### src/rtl/fetch_unit.sv
// Instruction fetch front end: walks the PC through instruction memory, predecodes
// absolute jumps, and buffers fetched words in a two-entry in-order queue.
module fetch_unit #(
   parameter logic [31:0] RESET_PC   = 32'h0000_0000,
   parameter int          IMEM_WORDS = 32
) (
   input  logic        clk,
   input  logic        rst,
   output logic [31:0] imem_addr,
   input  logic [31:0] imem_ins,
   output logic [31:0] ins_out,
   output logic [31:0] pc_out,
   output logic        ins_valid,
   input  logic        ins_ready,
   input  logic        redirect,
   input  logic [31:0] redirect_pc,
   output logic        fault
);

   typedef enum logic [1:0] {
      IDLE  = 2'd0,
      FETCH = 2'd1,
      FLUSH = 2'd2,
      FAULT = 2'd3
   } state_t;

   localparam logic [29:0] WORDS_LIMIT = 30'(IMEM_WORDS);

   state_t      state_q, state_d;
   logic [31:0] pc_q, pc_d;
   logic [1:0]  count_q, count_d;
   logic [31:0] headPc_q, headPc_d, headIns_q, headIns_d;
   logic [31:0] tailPc_q, tailPc_d, tailIns_q, tailIns_d;
   logic        fault_q, fault_d;

   logic        pop, fire, inRange, push, isJump;
   logic [31:0] pcPlus4;
   logic        unusedRpcBits;

   assign unusedRpcBits = ^redirect_pc[1:0];

   assign imem_addr = pc_q;
   assign ins_valid = (count_q != 2'd0);
   assign ins_out   = ins_valid ? headIns_q : 32'h0;
   assign pc_out    = ins_valid ? headPc_q  : 32'h0;
   assign fault     = fault_q;

   assign pop     = ins_valid && ins_ready;
   assign fire    = (state_q == FETCH) && ((count_q != 2'd2) || pop);
   assign inRange = (pc_q[31:2] < WORDS_LIMIT);
   assign push    = fire && inRange && !redirect;
   assign pcPlus4 = pc_q + 32'd4;
   assign isJump  = (imem_ins[31:26] == 6'b000010);

   always_comb begin
      state_d   = state_q;
      pc_d      = pc_q;
      count_d   = count_q;
      headPc_d  = headPc_q;
      headIns_d = headIns_q;
      tailPc_d  = tailPc_q;
      tailIns_d = tailIns_q;
      fault_d   = fault_q;

      if (redirect) begin
         // A redirect wins over everything; the handshake this cycle is simply discarded.
         count_d = 2'd0;
         pc_d    = {redirect_pc[31:2], 2'b00};
         fault_d = 1'b0;
         state_d = FLUSH;
      end else begin
         case (state_q)
            IDLE:  state_d = FETCH;
            FLUSH: state_d = FETCH;
            FETCH: begin
               if (fire && !inRange) begin
                  state_d = FAULT;
                  fault_d = 1'b1;
               end else if (push) begin
                  pc_d = isJump ? {pcPlus4[31:28], imem_ins[25:0], 2'b00} : pcPlus4;
               end
            end
            default: ;
         endcase

         if (pop) begin
            headPc_d  = tailPc_q;
            headIns_d = tailIns_q;
         end
         // The new word lands in whichever slot is the first free one after the pop.
         if (push) begin
            if ((count_q == 2'd0) || ((count_q == 2'd1) && pop)) begin
               headPc_d  = pc_q;
               headIns_d = imem_ins;
            end else begin
               tailPc_d  = pc_q;
               tailIns_d = imem_ins;
            end
         end
         count_d = count_q + {1'b0, push} - {1'b0, pop};
      end
   end

   always_ff @(posedge clk or negedge rst) begin
      if (!rst) begin
         state_q   <= IDLE;
         pc_q      <= RESET_PC;
         count_q   <= 2'd0;
         headPc_q  <= 32'h0;
         headIns_q <= 32'h0;
         tailPc_q  <= 32'h0;
         tailIns_q <= 32'h0;
         fault_q   <= 1'b0;
      end else begin
         state_q   <= state_d;
         pc_q      <= pc_d;
         count_q   <= count_d;
         headPc_q  <= headPc_d;
         headIns_q <= headIns_d;
         tailPc_q  <= tailPc_d;
         tailIns_q <= tailIns_d;
         fault_q   <= fault_d;
      end
   end

endmodule
### config.mk
export PLATFORM = sky130hd
export DESIGN_NAME = fetch_unit
export DESIGN_NICKNAME = d
export VERILOG_FILES = /design/src/rtl/fetch_unit.sv
export SDC_FILE = /design/constraint.sdc
export NUM_CORES = 1
export LEC_CHECK = 0
export CAP_MARGIN = 20
export CORE_ASPECT_RATIO = 0.8
export CORE_MARGIN = 2
export CORE_UTILIZATION = 65
export CTS_BUF_LIST = sky130_fd_sc_hd__clkbuf_4 sky130_fd_sc_hd__clkbuf_8
export CTS_CLUSTER_SIZE = 16
export DETAILED_ROUTE_END_ITERATION = 8
export DONT_BUFFER_PORTS = 1
export GPL_TIMING_DRIVEN = 0
export PLACE_DENSITY = 0.9
export SLEW_MARGIN = 40
export SYNTH_ARGS = -nofsm -noshare
export SYNTH_HDL_FRONTEND = slang
export SYNTH_SLANG_ARGS = --single-unit
export TNS_END_PERCENT = 5
### constraint.sdc
create_clock -name clk -period 3.1 [get_ports clk]
set_clock_uncertainty 0.1 [all_clocks]
set_input_delay 0.775 -clock clk [delete_from_list [all_inputs] [get_ports clk]]
set_output_delay 0.775 -clock clk [all_outputs]
set_load 0.05 [all_outputs]
==> results.py <==
metrics = {
    "clocking": {
        "cts-buffers-inserted": 17,
        "cts-htree-levels": 4,
        "clockBufferDepth": 2,
        "clk_pin_slew_worst_paths_ns": 0.09,
        "cts-root-buf": "clkbuf_8",
        "cts.sink_count": 161,
        "post_cts_buffers": 0,
        "clock_latency_ns": 0.47,
        "tritoncts": "done",
    },
    "global_routing": {
        "grt_start_max_net_pins": 162,
        "grt_usage": 0.312,
        "grtUsageMet3": 0.118,
        "busiest_layer": "met2",
        "grt.overflow.total": 0,
        "grt_use_met2": 0.475,
        "use_met1": 0.411,
        "grt_pass1_wl_um": 30000,
        "grt_pass1_vias": 5563,
        "antenna_found_initial": 0,
    },
    "finish": {
        "final_area_mm2": 0.00826,
        "final_cells": 864,
        "synthToLayoutAreaGrowth_pct": 9.10,
        "antenna_cells": 0,
        "final_nets": 774,
        "drive_gt1_frac": 0.218,
        "fillers": 753,
        "final_common_cell": "dfrtp_1",
        "final_cell_mix": "dfrtp_1 (153), nor2_1 (90), mux2i_1 (70), and2_2 (50), a21oi_1 (45)",
    },
    "placement": {
        "dp_cells": 832,
        "pre_cts_ws_ns": -0.217,
        "gp_congestion": 0.954,
        "place_area_mm2": 0.00777,
        "port_buffers": 0,
        "dp_hpwl_um": 13700,
    },
    "sta": {
        "setup_viol": 0,
        "period_share": 0.991,
        "rsz0062_at_grt": "yes",
        "fin_hold_ws_ns": -0.0975,
        "worst_pin_slew_ns": 0.851,
        "hold_violations": 161,
        "worst_slack_ns": 0.0267,
        "tns_ns": 0,
        "period_minus_slack_ns": 3.07,
        "fmax_mhz": 325,
        "timing.final.max_slew_violations": 0,
        "relSlewSlack": 0.432,
    },
    "logic_synthesis": {
        "synth_area_leaders": "dfrtp_1 (53%), mux2i_1 (9.3%), and2_1 (7.5%), mux2_4 (6.9%), nor2_1 (4.5%)",
        "ys_warn_count": 0,
        "syn_inst": 683,
        "ys.flop_type": "dfrtp_1",
        "ys_types": 51,
        "synth_area_leader_cell": "dfrtp_1",
        "synth_edf_count": 0,
        "synth_area_mm2": 0.00757,
        "async_reset_ff_frac": 1.00,
        "ys_seq_area_frac": 0.532,
        "synth_seq_cells": 161,
        "synth.top_cell.area_share": 0.532,
        "avgSynthCellArea_um2": 11.1,
    },
    "route": {
        "viasPerCell": 6.32,
        "wl_per_cell_um": 22.4,
        "drtIter0Drc": 576,
        "drt-total-wl_um": 19300,
        "drt_pass1_iterations": 7,
        "drc_errors": 0,
        "ant_nets": 0,
        "vias": 5457,
    },
    "floorplan": {
        "die_w_um": 125,
        "row_count": 35,
        "core_mm2": 0.0114,
        "ios": 166,
        "die_h_um": 101,
        "dieArea_mm2": 0.0125,
        "start_util": 0.663,
    },
    "worst_hold_path": {
        "hp-class": "input port to asynchronous set/reset pin",
    },
    "run_status": {
        "status": "finished, violations left",
        "violations": "hold timing",
    },
    "pwr": {
        "cellLeakagePower_nw": 3.91,
        "vdd_drop_max_mv": 0.480,
        "powerDensity_mw_per_mm2": 645,
    },
    "critical_path": {
        "worstReg2RegStart": "imem_addr[15]",
        "cp-start-kind": "flop",
        "r2r_setup_slack_ns": 0.14,
        "cp.arrival_ns": 2.20,
        "path_class": "flop to output port",
        "critPathRequiredTime_ns": 2.22,
        "worstPathMaxFanout": 10,
        "rr_worst_depth": 7,
        "crit_end": "ins_out[3]",
        "crit_path_start": "count_q[1]",
        "r2r_end": "tailIns_q[16]",
        "end_kind": "output port",
    },
    "job": {
        "maxCapViolCount": 0,
    },
}
## through the flow
step	utilization	hold WS, ns	power, mW
after floorplan	-	0.351	3.54
after global routing	0.723	-0.123	5.53
after global placement	0.679	0.359	3.73
after detailed placement	0.680	0.371	3.80
after CTS	0.717	-0.117	5.31
final	0.723	-0.0975	5.33
## layout make-up
type,instances,area (um^2),share of cell area
Sequential cell,161,4040,0.489
Multi-Input combinational cell,471,3410,0.413
Clock buffer,19,255,0.0309
Buffer,45,216,0.0262
Tap cell,148,185,0.0224
Clock inverter,13,129,0.0156
Inverter,7,26.3,0.00318
## worst max-delay path, cell delays in order, from the launching register on
cell and delay [ns]:
dfrtp_1 0.45, nor2_1 0.11, inv_1 0.12, clkbuf_2 0.27, clkbuf_1 0.38, and2_2 0.41
## kinds of logic (layout without fill, tap and decap cells)
| logic type | count (synthesis) | count (layout) | synth area share |
|---|---|---|---|
| compound gates | 101 | 101 | 0.0821 |
| xor+xnor | 5 | 5 | 0.00578 |
| simple gates | 247 | 247 | 0.169 |
| flops | 161 | 161 | 0.532 |
| other cells | 1 | 2 | 0.000495 |
| buf+inv | 52 | 84 | 0.0316 |
| fa+ha+maj | 3 | 3 | 0.00496 |
| mux | 113 | 113 | 0.174 |
## flip-flops by register name (all words and copies together), names as in the netlist
name and count:
tailIns_q 32, headPc_q 32, fault 1, tailPc_q 30
count_q 2, headIns_q 32, imem_addr 30, state_q 2
## synth_stat cells (2+ instances only)
library cell and count:
a211oi_1 2, a21o_1 3, a21oi_1 45, a22oi_1 4
a2bb2oi_1 2, a31o_2 2, a31oi_1 5, and2_1 91
and3_1 6, and4_1 2, buf_1 8, buf_2 2
buf_4 3, buf_6 4, clkbuf_1 28, dfrtp_1 161
ha_1 3, inv_1 7, mux2_2 8, mux2_4 35
mux2i_1 70, nand2_1 22, nand2b_1 2, nand3_1 6
nand4_1 6, nor2_1 90, nor3_1 5, nor3b_1 3
nor4_1 3, nor4_2 3, o211ai_1 5, o21a_1 5
o21ai_0 15, o31ai_1 3, or3_1 5, xnor2_1 2
xor2_1 3
## timing repair
action,4_1_cts,5_1_grt
hold endpoints to repair,161,161
gates resized for setup,31,37
gates cloned,0,0
setup endpoints to repair,111,96
## worst min path at each step
stage                 startpoint           end
floorplan             state_q[0]    state_q[1]
global placement      state_q[0]    state_q[1]
detailed placement  tailPc_q[14]  tailPc_q[14]
CTS                          rst  headPc_q[25]
global route                 rst  headPc_q[15]
finish                       rst  headIns_q[7]
## report_power, final
group          total (mW)  leakage, nW  switching, mW  internal (mW)
combinational        1.12         1.57          0.751          0.366
sequential           2.69         2.14          0.331           2.36
clock                1.52        0.197          0.840          0.682
## per-layer routing
metal	wire, um	part of all wire	up-vias
li1	-	-	2386
met1	7740	0.40	2705
met2	8840	0.46	315
met3	2260	0.12	51
met4	472	0.024	0
met5	0	0	-
Power figures use the tool's default switching activity.
